`src/rtl/riscv_mem_pkg.sv`:
```
// Shared types and constants for the data-memory arbiter: FSM state encoding,
// requester IDs and default bus widths.
package riscv_mem_pkg;

    localparam int DEFAULT_ADDR_W   = 32;
    localparam int DEFAULT_DATA_W   = 32;
    localparam int DEFAULT_MAX_LOCK = 4;

    localparam logic REQ_CORE   = 1'b0;
    localparam logic REQ_LOADER = 1'b1;

    typedef enum logic [1:0] {
        IDLE = 2'd0,
        GNT0 = 2'd1,
        GNT1 = 2'd2
    } arb_state_e;

endpackage

```
`src/rtl/rr_pick2.sv`:
```
// Combinational two-way round-robin selector: on a tie the requester that was
// not granted last wins.
module rr_pick2
    import riscv_mem_pkg::*;
(
    input  logic req0,
    input  logic req1,
    input  logic last_grant,
    output logic pick_valid,
    output logic pick_id
);

    always_comb begin
        pick_valid = req0 | req1;
        if (req0 && req1) begin
            pick_id = ~last_grant;
        end else if (req1) begin
            pick_id = REQ_LOADER;
        end else begin
            pick_id = REQ_CORE;
        end
    end

endmodule

```
`src/rtl/data_mem_arbiter.sv`:
```
// Two-requester arbiter in front of a single-port data memory (one-cycle grants).
// Optional grant locking is compiled in with `define DATA_MEM_ARB_LOCK_EN.
module data_mem_arbiter
    import riscv_mem_pkg::*;
#(
    parameter int ADDR_W   = DEFAULT_ADDR_W,
    parameter int DATA_W   = DEFAULT_DATA_W,
    parameter int MAX_LOCK = DEFAULT_MAX_LOCK
) (
    input  logic              clk,
    input  logic              reset_n,
    input  logic              req0,
    input  logic              req1,
    input  logic              we0,
    input  logic              we1,
    input  logic [ADDR_W-1:0] addr0,
    input  logic [ADDR_W-1:0] addr1,
    input  logic [DATA_W-1:0] wdata0,
    input  logic [DATA_W-1:0] wdata1,
`ifdef DATA_MEM_ARB_LOCK_EN
    input  logic              lock0,
    input  logic              lock1,
`endif
    output logic              gnt0,
    output logic              gnt1,
    output logic [DATA_W-1:0] rdata0,
    output logic [DATA_W-1:0] rdata1,
    output logic [ADDR_W-1:0] mem_addr,
    output logic              mem_should_write,
    output logic [DATA_W-1:0] mem_write_data,
    input  logic [DATA_W-1:0] mem_read_data
);

    if (MAX_LOCK < 1) begin : g_bad_max_lock
        $error("data_mem_arbiter: MAX_LOCK must be at least 1");
    end

    arb_state_e state_q, state_d;
    logic       last_grant_q, last_grant_d;
    logic       pick_valid, pick_id;

    // The grant being served this cycle already counts as "last" for the
    // decision about the next cycle, so the picker sees the updated value.
    always_comb begin
        last_grant_d = last_grant_q;
        if (state_q == GNT0) begin
            last_grant_d = REQ_CORE;
        end else if (state_q == GNT1) begin
            last_grant_d = REQ_LOADER;
        end
    end

    rr_pick2 u_pick (
        .req0       (req0),
        .req1       (req1),
        .last_grant (last_grant_d),
        .pick_valid (pick_valid),
        .pick_id    (pick_id)
    );

`ifdef DATA_MEM_ARB_LOCK_EN
    localparam int LOCK_CNT_W = $clog2(MAX_LOCK + 1);

    // lock_cnt_q counts consecutive grants in the current run, saturating at MAX_LOCK.
    logic [LOCK_CNT_W-1:0] lock_cnt_q, lock_cnt_d;

    always_comb begin
        if (!pick_valid) begin
            state_d = IDLE;
        end else if (pick_id == REQ_LOADER) begin
            state_d = GNT1;
        end else begin
            state_d = GNT0;
        end
        if (state_q == GNT0 && lock0 && req0 && lock_cnt_q < LOCK_CNT_W'(MAX_LOCK)) begin
            state_d = GNT0;
        end else if (state_q == GNT1 && lock1 && req1 && lock_cnt_q < LOCK_CNT_W'(MAX_LOCK)) begin
            state_d = GNT1;
        end

        if (state_d == IDLE) begin
            lock_cnt_d = '0;
        end else if (state_d == state_q) begin
            lock_cnt_d = (lock_cnt_q == LOCK_CNT_W'(MAX_LOCK)) ? lock_cnt_q
                                                                : lock_cnt_q + LOCK_CNT_W'(1);
        end else begin
            lock_cnt_d = LOCK_CNT_W'(1);
        end
    end

    always_ff @(posedge clk or negedge reset_n) begin
        if (!reset_n) begin
            lock_cnt_q <= '0;
        end else begin
            lock_cnt_q <= lock_cnt_d;
        end
    end
`else
    always_comb begin
        if (!pick_valid) begin
            state_d = IDLE;
        end else if (pick_id == REQ_LOADER) begin
            state_d = GNT1;
        end else begin
            state_d = GNT0;
        end
    end
`endif

    always_ff @(posedge clk or negedge reset_n) begin
        if (!reset_n) begin
            state_q      <= IDLE;
            last_grant_q <= REQ_LOADER;
        end else begin
            state_q      <= state_d;
            last_grant_q <= last_grant_d;
        end
    end

    // Memory port is steered straight from the granted requester; the async
    // reset clears state_q, which drops the write strobe in the same cycle.
    always_comb begin
        gnt0             = 1'b0;
        gnt1             = 1'b0;
        rdata0           = '0;
        rdata1           = '0;
        mem_addr         = '0;
        mem_should_write = 1'b0;
        mem_write_data   = '0;
        case (state_q)
            GNT0: begin
                gnt0             = 1'b1;
                rdata0           = mem_read_data;
                mem_addr         = addr0;
                mem_should_write = we0;
                mem_write_data   = wdata0;
            end
            GNT1: begin
                gnt1             = 1'b1;
                rdata1           = mem_read_data;
                mem_addr         = addr1;
                mem_should_write = we1;
                mem_write_data   = wdata1;
            end
            default: ;
        endcase
    end

endmodule

```
`config.mk`:
```
export PLATFORM = sky130hd
export DESIGN_NAME = data_mem_arbiter
export DESIGN_NICKNAME = d
export VERILOG_FILES = /design/src/rtl/riscv_mem_pkg.sv /design/src/rtl/rr_pick2.sv /design/src/rtl/data_mem_arbiter.sv
export SDC_FILE = /design/constraint.sdc
export NUM_CORES = 1
export LEC_CHECK = 0
export ABC_AREA = 0
export ABC_CLOCK_PERIOD_IN_PS = 3900
export CORE_AREA = 2 2 115 117
export CTS_CLUSTER_DIAMETER = 30
export DETAILED_ROUTE_END_ITERATION = 10
export DIE_AREA = 0 0 117 119
export SLEW_MARGIN = 20
export SYNTH_ARGS = -nofsm -noshare
export SYNTH_HDL_FRONTEND = slang
export SYNTH_SLANG_ARGS = --single-unit
```
`constraint.sdc`:
```
create_clock -name clk -period 3.9 [get_ports clk]
set_input_delay 0.39 -clock clk [delete_from_list [all_inputs] [get_ports clk]]
set_output_delay 0.39 -clock clk [all_outputs]
set_load 0.02 [all_outputs]
```
# [Word-level counts from Yosys, hierarchy flattened]
# Index checks and enable logic that the tools add are counted.
[totals] elab_cells=20 ff_bits=3 out_inout_bits=131 in_bits=166
[op_classes] eq_ne=2 n_bitwise=2 reduce_logical=1 mux=13
[op_table] cell="$pmux 32 s2" n=2
[op_table] cell="$mux 32" n=2
[op_table] cell="$mux 1" n=6
[op_table] cell="$mux 2" n=2
[op_table] cell="$eq 2x1->1 const B" n=1
[op_table] cell="$eq 2x2->1 const B" n=1
[op_table] cell="$pmux 1 s2" n=1
[op_table] cell="$logic_and 1x1->1" n=1
[op_table] cell="$not 1->1" n=1
[op_table] cell="$or 1x1->1" n=1

# [Depth between registers and ports, before layout]
[logic_depth] depth_word=7 depth_mapped=7 mapped_depth_nobuf=4

# [By module]
# From an unflattened synthesis, not the netlist that was laid out.
[hier_totals] cells_unflattened=236 area_unflattened_um2=1478.9
[modules_own_cells] mod="data_mem_arbiter" instances=1 area_per_inst_um2=1465.2 seq_area_each_um2=76.3 cells_each=234
[modules_own_cells] mod="rr_pick2" instances=1 area_per_inst_um2=13.8 seq_area_each_um2=0.0 cells_each=2

# [Worst setup path after synthesis]
# No wires, ideal clock.
[synth_path] kind="reg2out" start="reg state_q[1]" end="out mem_addr[17]" required_time_ns=3.510 path_buffers=3 path_stages_with_launch=8 t_arrival_ns=1.485 path_slack_ns=2.025 cell_sequence="dfrtp_1 inv_1 ha_1 buf_6 buf_6 buf_6 a22oi_2 nor2_1"
[synth_between] elab_chain_cells=2 elab_cells_between_ends=3 classes_between="eq/ne: 2; mux: 1"
[synth_lines] element="start, declared" line="data_mem_arbiter.sv:38" rtl="arb_state_e state_q, state_d;"
[synth_lines] element="start signal, assigned" line="data_mem_arbiter.sv:115" rtl="state_q <= state_d;"
[synth_lines] element="$eq 2x2->1 / $eq 2x1->1 (equally long branches)" line="data_mem_arbiter.sv:130" rtl="case (state_q)"
[synth_lines] element="$pmux 32 s2 (*)" line="data_mem_arbiter.sv:130"
[synth_lines] element="end, declared" line="data_mem_arbiter.sv:28" rtl="output logic [ADDR_W-1:0] mem_addr,"
# Every way passes the cells marked *; elsewhere a longest branch is shown, timed or not.

# [Worst setup path in the final report]
[layout_path] start="reg state_q[0]" end="out mem_addr[4]"
# Same word-level chain as after synthesis.

==> qor.csv <==
stage;metric;value;unit
global_route;vias in the first global route;2786;
routing;WL per Instance;14.22;microns
clock_tree;post-cts resize count;0;
timing;Clock Skews;0.001139;ns
routing;DRT Wirelength;9768;microns
routing;# DRC;0;
cells_and_area;Layout area overhead;197.7;%
critical_path;endpoint class of the critical path;output port;
clock_tree;CTS Buf Count;3;
clock_tree;CTS Root Cell;clkbuf_16;
die;Vert. Die Dim;119;microns
timing;crit path time final;2.885;ns
synth;Synth Area per Inst;6.828;sq um
timing;fin crit share;73.97;%
synth;most common flop cell mapped by yosys;dfrtp_1;
timing;Total Neg Setup Slack;0;ns
routing;vias;2773;
synth;Synth Register Bits;3;
synth;EDFF count, synth;0;
synth;asr flop ratio synth;100.0;%
routing;remaining antenna violation count;0;
clock_tree;Worst-Skew Late Latency;0.22;ns
pwr;P_leak;1.672;nW
timing;hold slack;0.3528;ns
critical_path;critical path data arrival time;2.49;ns
critical_path;CP peak stage delay;0.63;ns
synth;area leader, netlist;and2_1;
critical_path;WS Path Type;reg2out;
timing;worst slew pin tran;0.5829;ns
run;count of max-cap constraint violations;0;
timing;unrepaired setup endpoints after global routing;no;
timing;slew margin rel.;61.14;%
cells_and_area;share of layout cells above drive strength 1;7.843;%
global_route;gr usage total;12.64;%
synth;synth warn;0;
die;die area;13920;sq um
critical_path;CP max stage cell;clkdlybuf4s50_1;
cells_and_area;Final Instance Count excl. Fillers;687;
placement;input/output buffers;296;
synth;Syn Inst Count;234;
placement;Placed Cells;682;
synth;library cells used by synthesis;17;
synth;top cell type's share of synthesized area;25.06;%
global_route;initial antenna violation count;1;
clock_tree;Max clock buf depth;2;
global_route;first-pass GRT wire length;14260;microns
status;status;complete, no violations;
synth;Commonest cells post-synth;nor2_1, and2_1, a22oi_1;
clock_tree;CTS Hold Buffers Added;0;
routing;initial DRC count;99;
critical_path;Worst setup SP type;flip-flop;
clock_tree;CTS H-tree lvls;1;
die;chip width;117;microns
critical_path;maximum fanout along the worst path;22;
global_route;GRT overflow;0;
die;initial core utilization;12.41;%
cells_and_area;Final Util;36.95;%
synth;most common cell in the netlist;nor2_1;
synth;Seq/Total Area, Yosys;4.777;%
routing;first-pass iteration count of the detailed router;4;
critical_path;Critical Path, Cell by Cell;inv_1, ha_2, buf_4, a22oi_2, nor2_1, clkdlybuf4s50_1;
pwr;Pwr per Cell Area;238.1;nW/um^2
global_route;largest net degree at the start of global routing;53;
synth;Cell Area, Synth;1598;sq um
timing;max frequency;0.3466;GHz
die;area of the core;12870;sq um
synth;synth top area cells;and2_1, a22oi_2, a22oi_1;
placement;Detailed Place HPWL;8042;microns
placement;Final GP Congestion;0.7725;
clock_tree;Setup Buffers After CTS;0;
clock_tree;Reg clk slew, reported paths;0.03;ns
routing;vias per cell;4.036;
die;row count;42;
clock_tree;clock sink total;3;
critical_path;Crit path required time;3.51;ns
synth;Post-Synthesis Net Count;403;
min_path;Worst Hold Class;in2async;
timing;Final setup viols;0;
clock_tree;TritonCTS clock tree;built;
pwr;worst vdd ir;0.1659;mV
die;Boundary Pins;297;
cells_and_area;fin nets;680;
timing;Final Max Slew Viols;0;
timing;final hold violation count;0;
stage by stage:
stage               worst slack [ns]  area, sq um  power [mW]
global route                  0.8208         4757       1.205
floorplan                      2.025         1598      0.5026
finish                         1.015         4757       1.133
detailed placement             1.177         4676      0.9825
CTS                           0.9425         4755       1.151
global placement               1.219         4676      0.9739
cell type report:
class / instances / area, sq um
fill: 1318 / 8118
timing repair buffer: 300 / 3018
multi-input combinational: 200 / 1350
tap: 176 / 220.2
clock buffer: 4 / 78.83
sequential: 3 / 76.32
inverter: 3 / 11.26
antenna: 1 / 2.502
path summary, 6_finish.rpt:
path | startpoint | end | slack [ns] | cells after the start
setup / recovery | state_q[0] | mem_addr[4] | 1.02 | 6
hold / removal | reset_n | state_q[1] | 0.35 | 1
setup reg to reg | state_q[1] | state_q[0] | 2.44 | 4
hold reg to reg | last_grant_q | last_grant_q | 0.57 | 1
max in group asynchronous | reset_n | last_grant_q | 3.33 | 1
min in group clk | last_grant_q | last_grant_q | 0.57 | 1
kinds of logic (layout without fill, tap and decap cells):
family | Yosys count | count (layout) | synth area share, %
buf+inv | 31 | 307 | 11.82
fa+ha+maj | 3 | 3 | 2.350
flops | 3 | 3 | 4.777
compound gates | 68 | 68 | 40.72
other cells | 0 | 1 | 0
simple gates | 129 | 129 | 40.33
flip-flops by register name (all words and copies together), names as in the netlist:
register,flops
last_grant_q,1
state_q,2
critical path: cells and delay by family (launching register included):
family | cells | cell delay [ns]
buffers and inverters | 3 | 1.13
adder cells (fa/ha/maj) | 1 | 0.48
flip-flops | 1 | 0.40
AND/OR/NAND/NOR | 1 | 0.14
AO/OA/AOI/OAI | 1 | 0.12
cells in the final DEF (no fill, tap or decap), drive strengths merged, types with 2 or more instances in the layout:
cell type	instances
ha	3
dfrtp	2
a22oi	65
clkdlybuf4s50	296
buf	4
and2	64
clkbuf	4
inv	3
nor2	65
power by group:
part | internal, mW | switching, mW | total [mW]
clock network | 0.135 | 0.0266 | 0.161
logic | 0.483 | 0.446 | 0.929
registers | 0.0390 | 0.00326 | 0.0423
routing by layer:
layer  vias up  GRT usage (%)  part of all wire, %
met5         -              0                    0
met4         0          2.353                  1.4
met3        10          3.104                   10
met2       166          24.13                   51
met1      1235          13.92                   37
li1       1362              -                    -
No activity file was read; power rests on OpenSTA's default activity.
